==> src/rtl/bridge_input_conditioner_if.sv <==
`default_nettype none
// ============================================================================
//  Module      : bridge_input_conditioner_if
//  Description : Front-panel control bundle between hps_io and the input
//                conditioner: raw PS/2 key event and joystick word in,
//                debounced 12-bit button word out.
//  Revision    : 1.0  initial release
// ============================================================================
interface bridge_input_conditioner_if;
    logic [10:0] ps2_key;   // [10] toggle, [9] pressed, [8] extended, [7:0] code
    logic [15:0] joystick;  // hps_io joystick_0
    logic [11:0] inputs;    // debounced, registered, active-high buttons

    // Producer side (hps_io / testbench)
    modport master (
        output ps2_key,
        output joystick,
        input  inputs
    );

    // Conditioner side
    modport slave (
        input  ps2_key,
        input  joystick,
        output inputs
    );
endinterface
`default_nettype wire

==> src/rtl/bridge_input_conditioner.sv <==
`default_nettype none
// ============================================================================
//  Module      : bridge_input_conditioner
//  Description : Turns PS/2 key events into held key states, ORs them with
//                the joystick buttons and debounces each of the 12 buttons on
//                a divided tick before presenting the registered inputs word.
//  Revision    : 1.0  initial release
// ============================================================================
module bridge_input_conditioner #(
    parameter int TICK_DIV       = 42954,  // clk cycles per debounce tick, >= 2
    parameter int DEBOUNCE_TICKS = 4       // ticks a change must hold, 1..15
) (
    input  wire logic                 clk,
    input  wire logic                 reset,
    bridge_input_conditioner_if.slave bus
);

    localparam int                  c_NBTN      = 12;
    localparam int                  c_TICK_W    = $clog2(TICK_DIV);
    localparam logic [c_TICK_W-1:0] c_TICK_LAST = c_TICK_W'(TICK_DIV - 1);
    localparam logic [3:0]          c_DEB_TICKS = 4'(DEBOUNCE_TICKS);

    // ------------------------------------------------------------------
    // Declarations
    // ------------------------------------------------------------------
    logic                r_toggle_prev;
    logic [c_NBTN-1:0]   r_keys;
    logic [c_TICK_W-1:0] r_tick_cnt;
    logic [3:0]          r_deb_cnt [c_NBTN];
    logic [c_NBTN-1:0]   r_inputs;

    logic                w_event;
    logic [c_NBTN-1:0]   w_key_mask;
    logic [c_NBTN-1:0]   w_joy_map;
    logic [c_NBTN-1:0]   w_raw;
    logic                w_tick;
    logic [3:0]          w_deb_nxt [c_NBTN];
    logic [c_NBTN-1:0]   w_inputs_nxt;
    logic                w_unused_joy;

    // ------------------------------------------------------------------
    // Key event capture
    // ------------------------------------------------------------------
    // A flip of the toggle bit marks a new key event; extended codes are
    // never decoded.
    assign w_event = (bus.ps2_key[10] != r_toggle_prev) && !bus.ps2_key[8];

    // Scan code to one-hot button mask; unknown codes give an empty mask.
    always_comb begin
        w_key_mask = '0;
        case (bus.ps2_key[7:0])
            8'h1C:   w_key_mask[0]  = 1'b1;  // pass
            8'h1A:   w_key_mask[1]  = 1'b1;  // spades
            8'h2A:   w_key_mask[2]  = 1'b1;  // clubs
            8'h2B:   w_key_mask[3]  = 1'b1;  // rdbl
            8'h1B:   w_key_mask[4]  = 1'b1;  // NT
            8'h22:   w_key_mask[5]  = 1'b1;  // hearts/up
            8'h14:   w_key_mask[6]  = 1'b1;  // play/yes
            8'h66:   w_key_mask[7]  = 1'b1;  // back
            8'h23:   w_key_mask[8]  = 1'b1;  // dbl
            8'h21:   w_key_mask[9]  = 1'b1;  // diamonds/down
            8'h16:   w_key_mask[10] = 1'b1;  // start
            8'h11:   w_key_mask[11] = 1'b1;  // play/no
            default: w_key_mask     = '0;
        endcase
    end

    // Track the toggle bit and load the addressed key-state bit with the
    // pressed flag. Reset captures the live toggle so no event follows it.
    always_ff @(posedge clk) begin
        if (reset) begin
            r_toggle_prev <= bus.ps2_key[10];
            r_keys        <= '0;
        end else begin
            r_toggle_prev <= bus.ps2_key[10];
            if (w_event) begin
                r_keys <= (r_keys & ~w_key_mask)
                        | (w_key_mask & {c_NBTN{bus.ps2_key[9]}});
            end
        end
    end

    // ------------------------------------------------------------------
    // Joystick map and merge
    // ------------------------------------------------------------------
    // Every button owns a distinct joystick bit; the top nibble is spare.
    assign w_joy_map = {
        bus.joystick[11],   // 11 play/no
        bus.joystick[8],    // 10 start
        bus.joystick[2],    //  9 diamonds/down
        bus.joystick[6],    //  8 dbl
        bus.joystick[9],    //  7 back
        bus.joystick[10],   //  6 play/yes
        bus.joystick[3],    //  5 hearts/up
        bus.joystick[5],    //  4 NT
        bus.joystick[7],    //  3 rdbl
        bus.joystick[0],    //  2 clubs
        bus.joystick[1],    //  1 spades
        bus.joystick[4]     //  0 pass
    };

    assign w_unused_joy = &{1'b0, bus.joystick[15:12]};

    // Either source holds a button down until both let go.
    assign w_raw = r_keys | w_joy_map;

    // ------------------------------------------------------------------
    // Tick generator
    // ------------------------------------------------------------------
    assign w_tick = (r_tick_cnt == c_TICK_LAST);

    // Free-running divider that wraps on the tick cycle.
    always_ff @(posedge clk) begin
        if (reset) begin
            r_tick_cnt <= '0;
        end else if (w_tick) begin
            r_tick_cnt <= '0;
        end else begin
            r_tick_cnt <= r_tick_cnt + 1'b1;
        end
    end

    // ------------------------------------------------------------------
    // Per-button debounce
    // ------------------------------------------------------------------
    // Agreement clears the count at once; disagreement counts ticks and
    // the output follows raw when the count reaches DEBOUNCE_TICKS.
    always_comb begin
        w_inputs_nxt = r_inputs;
        for (int i = 0; i < c_NBTN; i++) begin
            w_deb_nxt[i] = r_deb_cnt[i];
            if (w_raw[i] == r_inputs[i]) begin
                w_deb_nxt[i] = 4'd0;
            end else if (w_tick) begin
                if ((r_deb_cnt[i] + 4'd1) == c_DEB_TICKS) begin
                    w_deb_nxt[i]    = 4'd0;
                    w_inputs_nxt[i] = w_raw[i];
                end else begin
                    w_deb_nxt[i] = r_deb_cnt[i] + 4'd1;
                end
            end
        end
    end

    // Debounce counters and the output word; reset abandons any count.
    always_ff @(posedge clk) begin
        if (reset) begin
            r_inputs <= '0;
            for (int i = 0; i < c_NBTN; i++) begin
                r_deb_cnt[i] <= 4'd0;
            end
        end else begin
            r_inputs <= w_inputs_nxt;
            for (int i = 0; i < c_NBTN; i++) begin
                r_deb_cnt[i] <= w_deb_nxt[i];
            end
        end
    end

    assign bus.inputs = r_inputs;

endmodule
`default_nettype wire
==> src/flat_wrapper.sv <==
// flat-port wrapper written by rule: the top's interface ports become plain ports
module bridge_input_conditioner_flat 
#(
    parameter int TICK_DIV       = 42954,                                       
    parameter int DEBOUNCE_TICKS = 4                                         
)
  (clk, reset, bus_ps2_key, bus_joystick, bus_inputs);
  bridge_input_conditioner_if bus_i ();
  input  wire logic clk;
  input  wire logic reset;
  input wire logic [$bits(bus_i.ps2_key)-1:0] bus_ps2_key;
  input wire logic [$bits(bus_i.joystick)-1:0] bus_joystick;
  output wire logic [$bits(bus_i.inputs)-1:0] bus_inputs;
  assign bus_i.ps2_key = bus_ps2_key;
  assign bus_i.joystick = bus_joystick;
  assign bus_inputs = bus_i.inputs;
  bridge_input_conditioner #(.TICK_DIV(TICK_DIV), .DEBOUNCE_TICKS(DEBOUNCE_TICKS)) u_core (.clk(clk), .reset(reset), .bus(bus_i));
endmodule
==> config.mk <==
export PLATFORM = sky130hd
export DESIGN_NAME = bridge_input_conditioner_flat
export DESIGN_NICKNAME = d
export VERILOG_FILES = /design/src/rtl/bridge_input_conditioner_if.sv /design/src/rtl/bridge_input_conditioner.sv /design/src/flat_wrapper.sv
export SDC_FILE = /design/constraint.sdc
export NUM_CORES = 1
export LEC_CHECK = 0
export CAP_MARGIN = 20
export CORE_ASPECT_RATIO = 1.75
export CORE_MARGIN = 3
export CORE_UTILIZATION = 55
export CTS_BUF_LIST = sky130_fd_sc_hd__clkbuf_2
export DETAILED_ROUTE_END_ITERATION = 12
export GPL_TIMING_DRIVEN = 0
export PLACE_DENSITY_LB_ADDON = 0.15
export SYNTH_ARGS = -nofsm -noshare
export SYNTH_HDL_FRONTEND = slang
export SYNTH_SLANG_ARGS = --single-unit
==> constraint.sdc <==
create_clock -name clk -period 2.15 [get_ports clk]
set_input_delay 0.5375 -clock clk [delete_from_list [all_inputs] [get_ports clk]]
set_output_delay 0.5375 -clock clk [all_outputs]
set_load 0.02 [all_outputs]
==> impl_results.html, run 1 <==
<table>
<tr><th>Metric</th><th>Value</th></tr>
<tr><th colspan="2">Worst setup path</th></tr>
<tr><td>Cells along the critical path</td><td>inv_1 &gt; ha_1 &gt; nor4bb_2 &gt; nand4_1 &gt; buf_4 &gt; nor4_1 &gt; mux2_2</td></tr>
<tr><td>Critical path data required time</td><td>2.63 ns</td></tr>
<tr><td>Max FO, Critical Path</td><td>10</td></tr>
<tr><td>Register-to-register setup slack</td><td>0.13 ns</td></tr>
<tr><td>Endpoint of the lowest-slack register-to-register path</td><td>u_core.bus.inputs[5]</td></tr>
<tr><td>R2R depth</td><td>7</td></tr>
<tr><td>Data arrival time of the worst path</td><td>2.50 ns</td></tr>
<tr><td>Element type at the critical path end</td><td>flop</td></tr>
<tr><td>Startpoint class of the critical path</td><td>flop</td></tr>
<tr><td>Largest incremental delay on the critical path</td><td>0.38 ns</td></tr>
<tr><td>Startpoint of the lowest-slack register-to-register path</td><td>u_core.r_tick_cnt[1]</td></tr>
<tr><td>Crit-path slowest cell</td><td>sky130_fd_sc_hd__dfxtp_1</td></tr>
<tr><td>CP Class</td><td>flop to flop</td></tr>
<tr><th colspan="2">GRT</th></tr>
<tr><td>Vias in the first global route</td><td>4228</td></tr>
<tr><td>GRT Total Usage</td><td>24.0%</td></tr>
<tr><td>Initial antenna violation count</td><td>0</td></tr>
<tr><td>Residual overflow from global routing</td><td>0</td></tr>
<tr><td>Pin count of the biggest net entering global routing</td><td>14</td></tr>
<tr><td>Global-route wire length before repair</td><td>19.2 mm</td></tr>
<tr><th colspan="2">Yosys</th></tr>
<tr><td>Post-synthesis compound-gate area fraction</td><td>15.3%</td></tr>
<tr><td>Cell types with the highest counts after synthesis</td><td>sky130_fd_sc_hd__dfxtp_1 (89), sky130_fd_sc_hd__nand2_1 (53), sky130_fd_sc_hd__a21oi_1 (51)</td></tr>
<tr><td>Share of the synthesized area in the top cell type</td><td>36.9%</td></tr>
<tr><td>Mean instance size in the synthesized netlist</td><td>8.21 um2</td></tr>
<tr><td>Post-synthesis instance area</td><td>4830 um2</td></tr>
<tr><td>Post-synthesis cell type with the largest combined area</td><td>sky130_fd_sc_hd__dfxtp_1</td></tr>
<tr><td>Number of instances in the synthesized netlist</td><td>589</td></tr>
<tr><td>Seq/Total Area, Yosys</td><td>36.9%</td></tr>
<tr><td>Number of distinct library cell variants in the gate-level netlist after synthesis</td><td>40</td></tr>
<tr><td>Post-synthesis xor/xnor area fraction</td><td>2.54%</td></tr>
<tr><td>Post-Synth Simple-Gate Area</td><td>32.1%</td></tr>
<tr><td>Main combinational cell family by area after synthesis</td><td>simple AND/OR/NAND/NOR gates</td></tr>
<tr><td>Most instantiated flip-flop cell in the synthesis netlist</td><td>sky130_fd_sc_hd__dfxtp_1</td></tr>
<tr><td>Mux share of post-synthesis cell area</td><td>3.88%</td></tr>
<tr><td>Cell types occupying the most area after synthesis</td><td>sky130_fd_sc_hd__dfxtp_1 (37%), sky130_fd_sc_hd__ha_1 (5.7%), sky130_fd_sc_hd__a21oi_1 (5.3%)</td></tr>
<tr><td>Count of state elements after synthesis</td><td>89</td></tr>
<tr><td>Adder and majority gate portion of the synthesized area</td><td>5.70%</td></tr>
<tr><td>Top-count cell post-synth</td><td>sky130_fd_sc_hd__dfxtp_1</td></tr>
<tr><td>Post-synthesis async set-or-reset flop share</td><td>0%</td></tr>
<tr><td>Number of enable flip-flop cells after synthesis</td><td>0</td></tr>
<tr><td>Total of warnings raised by yosys</td><td>0</td></tr>
<tr><td>Net Count, Synth</td><td>640</td></tr>
<tr><th colspan="2">Final layout</th></tr>
<tr><td>Share of post-route cells with drive strength above 1</td><td>7.04%</td></tr>
<tr><td>Area of the multi-input gates</td><td>2920 um2</td></tr>
<tr><td>Fill cell count</td><td>730</td></tr>
<tr><td>Register Area</td><td>1780 um2</td></tr>
<tr><td>Fin area</td><td>5450 um2</td></tr>
<tr><td>Area added between synthesis and finish</td><td>12.7%</td></tr>
<tr><td>Net total in the final layout</td><td>686</td></tr>
<tr><td># diodes</td><td>0</td></tr>
<tr><th colspan="2">Pwr</th></tr>
<tr><td>Power density normalized to cell area</td><td>462 nW/um2</td></tr>
<tr><td>Total Power Consumption</td><td>2.52 mW</td></tr>
<tr><td>Peak supply drop</td><td>0.463 mV</td></tr>
<tr><td>Static leakage power</td><td>1.98 nW</td></tr>
<tr><th colspan="2">Drt</th></tr>
<tr><td>Post-detailed-route wirelength per cell</td><td>15.5 um</td></tr>
<tr><td>Vias after detailed routing</td><td>4476</td></tr>
<tr><td>Total Wirelength</td><td>11.7 mm</td></tr>
<tr><td>1st-iter DRT viols</td><td>306</td></tr>
<tr><td>Drt first pass iters</td><td>5</td></tr>
<tr><td>Number of design rule violations left after detail routing</td><td>0</td></tr>
<tr><td>Via count normalized by instance count</td><td>5.94</td></tr>
<tr><td>Routed Antenna Nets</td><td>0</td></tr>
<tr><th colspan="2">Floorplanning</th></tr>
<tr><td>Std cell rows</td><td>44</td></tr>
<tr><td>Die footprint</td><td>9990 um2</td></tr>
<tr><td>Die width</td><td>76.9 um</td></tr>
<tr><td>Floorplan core area</td><td>8420 um2</td></tr>
<tr><td>Number of top-level design ports</td><td>41</td></tr>
<tr><td>Die boundary height</td><td>130 um</td></tr>
<tr><td>Initial cell density of the core</td><td>57.4%</td></tr>
<tr><th colspan="2">Flow run</th></tr>
<tr><td>Max-cap violations</td><td>0</td></tr>
<tr><th colspan="2">Timing</th></tr>
<tr><td>Final number of setup-violating endpoints</td><td>0</td></tr>
<tr><td>Hold violation total from the final report</td><td>0</td></tr>
<tr><td>Post-layout min period</td><td>2.02 ns</td></tr>
<tr><td>Tightest Pin Transition</td><td>0.793 ns</td></tr>
<tr><td>Number of max-slew violations in the final report</td><td>0</td></tr>
<tr><td>Worst slew margin relative to its limit</td><td>46.4%</td></tr>
<tr><td>RSZ-0062 raised after global routing</td><td>false</td></tr>
<tr><td>Max Fclk</td><td>0.496 GHz</td></tr>
<tr><td>Setup_tns</td><td>0 ns</td></tr>
<tr><td>Min setup slack post-route</td><td>0.134 ns</td></tr>
<tr><td>Tcrit/Tclk final</td><td>93.8%</td></tr>
<tr><td>Max Clock Skew</td><td>0.0128 ns</td></tr>
<tr><th colspan="2">Place</th></tr>
<tr><td>Placed cell area</td><td>5330 um2</td></tr>
<tr><td>Count of input and output buffers</td><td>35</td></tr>
<tr><td>Placer congestion estimate</td><td>0.929</td></tr>
<tr><td>Dpl hpwl</td><td>8.47 mm</td></tr>
<tr><td>Worst setup slack after placement</td><td>-0.228 ns</td></tr>
<tr><th colspan="2">Clock tree</th></tr>
<tr><td>Clock Path Buffers</td><td>2</td></tr>
<tr><td>Root Buffer</td><td>sky130_fd_sc_hd__clkbuf_2</td></tr>
<tr><td>Register clock-pin slew on the reported worst setup and hold paths</td><td>0.22 ns</td></tr>
<tr><td>TritonCTS clock tree</td><td>done</td></tr>
<tr><td>Sinks on Clock Net</td><td>89</td></tr>
<tr><td>Number of clock buffers inserted by TritonCTS</td><td>9</td></tr>
<tr><td>Later-pin clock latency in the skew report</td><td>0.57 ns</td></tr>
<tr><td>Setup Buffers After CTS</td><td>0</td></tr>
<tr><td>Clock H-tree levels</td><td>3</td></tr>
<tr><th colspan="2">Hold path</th></tr>
<tr><td>Cell count of the worst hold path</td><td>1</td></tr>
<tr><td>Start point of the worst hold path</td><td>bus_ps2_key[10]</td></tr>
<tr><td>Tightest Hold Check Type</td><td>input pin to flop</td></tr>
<tr><td>Endpoint, Worst Hold</td><td>u_core.r_toggle_prev</td></tr>
<tr><th colspan="2">Status</th></tr>
<tr><td>Run status</td><td>finished clean</td></tr>
</table>
[per-layer routing]
layer	vias up	GRT usage, %	wire length [um]
met5	-	0	0
met4	0	9.50	221
met3	22	4.77	518
met2	100	43.8	6060
met1	2111	27.4	4870
li1	2243	-	-
[placed cells by master, fill, tap and decap left out, types with 13 or more instances in the layout]
master and n:
sky130_fd_sc_hd__nand2b_1 19, sky130_fd_sc_hd__nand3_1 42, sky130_fd_sc_hd__a21oi_1 51, sky130_fd_sc_hd__nor2_1 33
sky130_fd_sc_hd__nor2b_1 21, sky130_fd_sc_hd__nand2_1 53, sky130_fd_sc_hd__ha_1 22, sky130_fd_sc_hd__o21ai_0 27
sky130_fd_sc_hd__o21a_1 14, sky130_fd_sc_hd__nor3_1 24, sky130_fd_sc_hd__dfxtp_1 88, sky130_fd_sc_hd__or3_1 30
sky130_fd_sc_hd__inv_1 20, sky130_fd_sc_hd__clkdlybuf4s50_1 23, sky130_fd_sc_hd__clkbuf_2 13
[worst max-delay path, delay by kind of cell, from the launching register on]
family / cells / cell delay, ns
and+or+nand+nor: 3 / 0.77
DFF: 1 / 0.38
muxes: 1 / 0.37
buffers and inverters: 2 / 0.30
adders and majority gates: 1 / 0.12
[how the worst max path moves through the flow]
| stage | start | end | slack [ns] | depth (start not counted) |
|---|---|---|---|---|
| 2_1_floorplan | u_core.r_tick_cnt[0] | u_core.bus.inputs[11] | 0.30 | 6 |
| 3_3_place_gp | bus_ps2_key[10] | flop | -0.20 | 5 |
| 3_5_place_dp | bus_ps2_key[10] | flop | -0.23 | 5 |
| 4_1_cts | u_core.r_tick_cnt[0] | u_core.bus.inputs[4] | 0.006 | 6 |
| 5_1_grt | u_core.r_tick_cnt[1] | u_core.bus.inputs[5] | 0.03 | 7 |
| 6_report | u_core.r_tick_cnt[1] | u_core.bus.inputs[5] | 0.13 | 7 |
[timing repair]
| action | CTS | global route |
|---|---|---|
| setup endpoints to repair | 42 | 64 |
| hold buffers | 0 | 0 |
| endpoints found under the hold margin | 0 | 0 |
| gates resized for setup | 16 | 16 |
[power breakdown]
| group | switching [mW] | internal, mW |
|---|---|---|
| sequential | 0.00638 | 1.66 |
| clock | 0.553 | 0.140 |
| combinational | 0.0862 | 0.0752 |
| total | 0.645 | 1.87 |
[per-stage QoR]
step                      util (%)  instances  hold slack, ns
after floorplan                  -        589           0.441
after global routing          64.7        754           0.400
final                         64.7        754           0.439
after detailed placement      63.3        739           0.467
after global placement        63.3        739           0.454
after CTS                     64.1        754           0.418
[kinds of logic after synthesis]
logic type,count (synthesis)
AOI/OAI and AO/OA,124
xor gates and xnor gates,14
adders and majority gates,22
buffers and inverters,42
DFF,89
muxes,18
and+or+nand+nor,280
[layout make-up]
type	instances	share of cell area, %
flip-flops and latches	89	32.7
clock buffers	10	0.918
well taps	115	2.64
plain buffers	22	2.16
clock inverters	5	0.436
inverters	20	1.38
repair buffers	35	6.22
multi-input cells	458	53.5
Power figures use the tool's default switching activity.
==> inputs of run 2 (changes only) <==
--- a/config.mk
+++ b/config.mk
@@ -5,6 +5,7 @@
 export SDC_FILE = /design/constraint.sdc
 export NUM_CORES = 1
 export LEC_CHECK = 0
+export ABC_AREA = 1
 export CAP_MARGIN = 20
 export CORE_ASPECT_RATIO = 1.75
 export CORE_MARGIN = 3
@@ -13,6 +14,7 @@
 export DETAILED_ROUTE_END_ITERATION = 12
 export GPL_TIMING_DRIVEN = 0
 export PLACE_DENSITY_LB_ADDON = 0.15
+export SLEW_MARGIN = 20
 export SYNTH_ARGS = -nofsm -noshare
 export SYNTH_HDL_FRONTEND = slang
 export SYNTH_SLANG_ARGS = --single-unit
==> run 2 against run 1 <==
  * Routed wire length grew 4.1%
  * Sequential power is essentially flat
  * Clock power grew 72%
  * Register-to-register slack gained 0.04 ns
  * Global-route usage grew 1.1 points
  * Largest power group unchanged
==> impl_results.html, run 2 <==
<table>
<tr><th>Metric</th><th>Value</th></tr>
<tr><th colspan="2">Status</th></tr>
<tr><td>Run status</td><td>finished clean</td></tr>
<tr><th colspan="2">Clock tree</th></tr>
<tr><td>Later-pin clock latency in the skew report</td><td>0.57 ns (about the same)</td></tr>
<tr><td>Cts hold-fix bufs</td><td>0 (unchanged)</td></tr>
<tr><td>Setup Buffers After CTS</td><td>0 (unchanged)</td></tr>
<tr><td>Clock H-tree levels</td><td>3 (unchanged)</td></tr>
<tr><td>Root Buffer</td><td>sky130_fd_sc_hd__clkbuf_2</td></tr>
<tr><td>Clock Path Buffers</td><td>2 (unchanged)</td></tr>
<tr><td>Register clock-pin slew on the reported worst setup and hold paths</td><td>0.23 ns (about the same)</td></tr>
<tr><td>TritonCTS clock tree</td><td>done</td></tr>
<tr><td>Sinks on Clock Net</td><td>89 (unchanged)</td></tr>
<tr><td>Number of clock buffers inserted by TritonCTS</td><td>9 (unchanged)</td></tr>
<tr><th colspan="2">Place</th></tr>
<tr><td>Placer congestion estimate</td><td>0.865 (-6.9%)</td></tr>
<tr><td>Placed cell area</td><td>5320 um2 (about the same)</td></tr>
<tr><td>Placed cell count</td><td>837 (+13%)</td></tr>
<tr><td>Count of input and output buffers</td><td>36 (+2.9%)</td></tr>
<tr><td>Dpl hpwl</td><td>9.25 mm (+9.2%)</td></tr>
<tr><th colspan="2">Pwr</th></tr>
<tr><td>Internal Dissipation</td><td>2.35 mW (+25%)</td></tr>
<tr><td>Static leakage power</td><td>2.31 nW (+17%)</td></tr>
<tr><td>Power density normalized to cell area</td><td>549 nW/um2 (+19%)</td></tr>
<tr><td>Comb power frac</td><td>5.3% (-1.1 points)</td></tr>
<tr><td>Sequential share of power</td><td>55.2% (-11 points)</td></tr>
<tr><td>Peak supply drop</td><td>0.401 mV (-13%)</td></tr>
<tr><td>Psw</td><td>671 uW (+3.9%)</td></tr>
<tr><td>Clk network pwr share</td><td>39.5% (+12 points)</td></tr>
<tr><td>Sw Share</td><td>22.2% (-3.4 points)</td></tr>
<tr><th colspan="2">Timing</th></tr>
<tr><td>Final number of setup-violating endpoints</td><td>0 (unchanged)</td></tr>
<tr><td>Max Fclk</td><td>0.506 GHz (+2.1%)</td></tr>
<tr><td>Worst slew margin relative to its limit</td><td>49.2% (+2.8 points)</td></tr>
<tr><td>Post-route worst hold slack</td><td>0.447 ns (+0.00870 ns)</td></tr>
<tr><td>Tcrit/Tclk final</td><td>91.9% (-1.9 points)</td></tr>
<tr><td>RSZ-0062 raised after global routing</td><td>false</td></tr>
<tr><td>Number of max-slew violations in the final report</td><td>0 (unchanged)</td></tr>
<tr><td>Setup_tns</td><td>0 ns (unchanged)</td></tr>
<tr><td>Post-layout min period</td><td>1.97 ns (-0.0412 ns)</td></tr>
<tr><td>Max Clock Skew</td><td>0.0394 ns (+0.0266 ns)</td></tr>
<tr><td>Hold violation total from the final report</td><td>0 (unchanged)</td></tr>
<tr><td>Tightest Pin Transition</td><td>0.762 ns (-0.0312 ns)</td></tr>
<tr><th colspan="2">Worst setup path</th></tr>
<tr><td>Cells along the critical path</td><td>ha_1 &gt; inv_1 &gt; nor2_1 &gt; nand3_1 &gt; nor2_4 &gt; buf_2 &gt; nand4_1 &gt; nand2_1 &gt; nor2_1</td></tr>
<tr><td>Critical path data required time</td><td>2.64 ns (about the same)</td></tr>
<tr><td>Startpoint class of the critical path</td><td>flop</td></tr>
<tr><td>Category of cells accounting for the largest share of critical-path delay</td><td>simple AND/OR/NAND/NOR gates</td></tr>
<tr><td>Max FO, Critical Path</td><td>10 (unchanged)</td></tr>
<tr><td>Top cell by count, worst path</td><td>sky130_fd_sc_hd__nor2_1</td></tr>
<tr><td>Data arrival time of the worst path</td><td>2.47 ns (-0.03 ns)</td></tr>
<tr><td>Element type at the critical path end</td><td>flop</td></tr>
<tr><td>Crit-path slowest cell</td><td>sky130_fd_sc_hd__dfxtp_1</td></tr>
<tr><td>Buffers &amp; Inverters on Critical Path</td><td>2 (unchanged)</td></tr>
<tr><td>Startpoint of the lowest-slack register-to-register path</td><td>u_core.r_tick_cnt[0]</td></tr>
<tr><td>CP Class</td><td>flop to flop</td></tr>
<tr><td>Largest incremental delay on the critical path</td><td>0.45 ns (+0.07 ns)</td></tr>
<tr><td>Start point of the critical path</td><td>u_core.r_tick_cnt[0]</td></tr>
<tr><th colspan="2">Yosys</th></tr>
<tr><td>Post-synthesis instance area</td><td>4820 um2 (-0.31%)</td></tr>
<tr><td>Number of instances in the synthesized netlist</td><td>686 (+16%)</td></tr>
<tr><td>Number of distinct library cell variants in the gate-level netlist after synthesis</td><td>31 (-23%)</td></tr>
<tr><td>Total of warnings raised by yosys</td><td>0 (unchanged)</td></tr>
<tr><td>Share of the synthesized area in the top cell type</td><td>37.0% (+0.11 points)</td></tr>
<tr><td>Net Count, Synth</td><td>737 (+15%)</td></tr>
<tr><td>Cell types occupying the most area after synthesis</td><td>sky130_fd_sc_hd__dfxtp_1 (37%), sky130_fd_sc_hd__nor2_1 (9.6%), sky130_fd_sc_hd__nand2_1 (7.9%)</td></tr>
<tr><td>Post-synthesis cell type with the largest combined area</td><td>sky130_fd_sc_hd__dfxtp_1</td></tr>
<tr><td>Most instantiated flip-flop cell in the synthesis netlist</td><td>sky130_fd_sc_hd__dfxtp_1</td></tr>
<tr><td>Seq/Total Area, Yosys</td><td>37.0% (+0.11 points)</td></tr>
<tr><td>Post-synthesis async set-or-reset flop share</td><td>0% (unchanged)</td></tr>
<tr><td>Number of enable flip-flop cells after synthesis</td><td>0 (unchanged)</td></tr>
<tr><td>Top-count cell post-synth</td><td>sky130_fd_sc_hd__nor2_1</td></tr>
<tr><td>Cell types with the highest counts after synthesis</td><td>sky130_fd_sc_hd__nor2_1 (123), sky130_fd_sc_hd__nand2_1 (101), sky130_fd_sc_hd__dfxtp_1 (89)</td></tr>
<tr><td>Mean instance size in the synthesized netlist</td><td>7.02 um2 (-14%)</td></tr>
<tr><td>Count of state elements after synthesis</td><td>89 (unchanged)</td></tr>
<tr><th colspan="2">Final layout</th></tr>
<tr><td>Non-filler instance count after layout</td><td>853 (+13%)</td></tr>
<tr><td>Fin area</td><td>5500 um2 (+0.99%)</td></tr>
<tr><td>Final Core Density</td><td>65.3% (+0.64 points)</td></tr>
<tr><td>Share of post-route cells with drive strength above 1</td><td>5.56% (-1.5 points)</td></tr>
<tr><td>Area added between synthesis and finish</td><td>14.2%</td></tr>
<tr><td># diodes</td><td>0 (unchanged)</td></tr>
<tr><td>Fill cell count</td><td>795 (+8.9%)</td></tr>
<tr><td>Net total in the final layout</td><td>784 (+14%)</td></tr>
<tr><td>Top library cells by usage in the layout, fill and taps aside</td><td>sky130_fd_sc_hd__nor2_1 (123), sky130_fd_sc_hd__nand2_1 (101), sky130_fd_sc_hd__dfxtp_1 (89), sky130_fd_sc_hd__inv_1 (83), sky130_fd_sc_hd__nand3_1 (51)</td></tr>
<tr><td>Most common cell after layout, fill and taps aside</td><td>sky130_fd_sc_hd__nor2_1</td></tr>
<tr><th colspan="2">Drt</th></tr>
<tr><td>Via count normalized by instance count</td><td>5.49 (-7.6%)</td></tr>
<tr><td>1st-iter DRT viols</td><td>284 (-7.2%)</td></tr>
<tr><td>Drt first pass iters</td><td>7 (+2)</td></tr>
<tr><td>Vias after detailed routing</td><td>4680 (+4.6%)</td></tr>
<tr><td>Total Wirelength</td><td>12.1 mm (+4.1%)</td></tr>
<tr><td>Number of design rule violations left after detail routing</td><td>0 (unchanged)</td></tr>
<tr><td>Routed Antenna Nets</td><td>0 (unchanged)</td></tr>
<tr><td>Post-detailed-route wirelength per cell</td><td>14.2 um (-8.0%)</td></tr>
<tr><th colspan="2">GRT</th></tr>
<tr><td>Vias in the first global route</td><td>4624 (+9.4%)</td></tr>
<tr><td>Residual overflow from global routing</td><td>0 (unchanged)</td></tr>
<tr><td>GRT Total Usage</td><td>25.1% (+1.1 points)</td></tr>
<tr><td>Global-route wire length before repair</td><td>20.3 mm (+5.3%)</td></tr>
<tr><td>Initial antenna violation count</td><td>0 (unchanged)</td></tr>
<tr><td>Pin count of the biggest net entering global routing</td><td>15 (+1)</td></tr>
<tr><th colspan="2">Flow run</th></tr>
<tr><td>Max-cap violations</td><td>0 (unchanged)</td></tr>
<tr><th colspan="2">Floorplanning</th></tr>
<tr><td>Std cell rows</td><td>44 (unchanged)</td></tr>
<tr><td>Initial cell density of the core</td><td>57.2% (-0.18 points)</td></tr>
<tr><td>Floorplan core area</td><td>8420 um2 (unchanged)</td></tr>
<tr><td>Number of top-level design ports</td><td>41 (unchanged)</td></tr>
<tr><td>Die footprint</td><td>9960 um2 (-0.29%)</td></tr>
<tr><td>Die width</td><td>76.8 um (-0.14%)</td></tr>
<tr><td>Die boundary height</td><td>130 um (-0.15%)</td></tr>
<tr><th colspan="2">Hold path</th></tr>
<tr><td>Tightest Hold Check Type</td><td>input pin to flop</td></tr>
<tr><td>Start point of the worst hold path</td><td>bus_ps2_key[10]</td></tr>
</table>
==> run 2: layout make-up <==
class                   instances  area [um2]  share of cell area, %
multi-input cells             497        2620                   47.5
flip-flops and latches         89        1780                   32.4
repair buffers                 36         360                   6.55
inverters                      86         324                   5.89
well taps                     115         144                   2.61
clock inverters                 6         130                   2.36
plain buffers                  14        96.3                   1.75
clock buffers                  10        50.0                  0.910
==> run 2: path summary, 6_finish.rpt <==
kind	endpoint	slack [ns]	depth (start not counted)
max reg2reg	u_core.bus.inputs[6]	0.18	9
max	u_core.bus.inputs[6]	0.18	9
min	u_core.r_toggle_prev	0.45	1
min reg2reg	flop	0.47	2
==> run 2: metal layers <==
layer  GRT usage [%]  wire [um]  up-vias
li1                -          -     2340
met4            14.1        513        0
met5               0          0        -
met2            49.5       6600      131
met3            4.35        550       41
met1            24.3       4490     2168
==> run 2: power groups by stage <==
| stage | logic, mW | clock network, mW | registers (mW) |
|---|---|---|---|
| 5_1_grt | 0.175 | 1.27 | 1.67 |
| 2_1_floorplan | 0.0824 | 0 | 1.70 |
| 3_5_place_dp | 0.158 | 0 | 1.70 |
| 3_3_place_gp | 0.153 | 0 | 1.70 |
| 4_1_cts | 0.158 | 1.20 | 1.67 |
| 6_report | 0.159 | 1.19 | 1.67 |
==> run 2: worst reg2reg max path, cell delays in order (launching register included) <==
cell and delay (ns):
sky130_fd_sc_hd__dfxtp_1 0.45, sky130_fd_sc_hd__ha_1 0.24, sky130_fd_sc_hd__inv_1 0.06, sky130_fd_sc_hd__nor2_1 0.10
sky130_fd_sc_hd__nand3_1 0.15, sky130_fd_sc_hd__nor2_4 0.31, sky130_fd_sc_hd__buf_2 0.33, sky130_fd_sc_hd__nand4_1 0.14
sky130_fd_sc_hd__nand2_1 0.08, sky130_fd_sc_hd__nor2_1 0.05
==> run 2: cell families (layout without fill, tap and decap cells) <==
| family | count (synthesis) | after routing | synth area share [%] |
|---|---|---|---|
| DFF | 89 | 89 | 37.0 |
| AOI/OAI and AO/OA | 103 | 103 | 11.5 |
| buffers and inverters | 100 | 152 | 8.72 |
| and+or+nand+nor | 348 | 348 | 32.8 |
| adders and majority gates | 22 | 22 | 5.71 |
| xor gates and xnor gates | 24 | 24 | 4.36 |
==> run 2: through the flow <==
stage | power (mW) | setup slack (ns)
3_3_place_gp | 1.85 | -0.0448
3_5_place_dp | 1.86 | -0.120
5_1_grt | 3.12 | 0.000945
4_1_cts | 3.03 | 0.00257
6_report | 3.02 | 0.175
2_1_floorplan | 1.78 | 0.656
==> run 2: what timing repair did <==
item                       CTS  global route
resized for setup            8             4
setup endpoints to repair    8             4
hold endpoints to repair     0             0
pin swaps                    0             0
==> inputs of run 3 (changes only) <==
--- a/config.mk
+++ b/config.mk
@@ -12,6 +12,7 @@
 export CORE_UTILIZATION = 55
 export CTS_BUF_LIST = sky130_fd_sc_hd__clkbuf_2
 export DETAILED_ROUTE_END_ITERATION = 12
+export GPL_ROUTABILITY_DRIVEN = 1
 export GPL_TIMING_DRIVEN = 0
 export PLACE_DENSITY_LB_ADDON = 0.15
 export SLEW_MARGIN = 20
==> results of run 3 <==
Same layout as run 2: the final DEF is identical, and so are final timing and power.
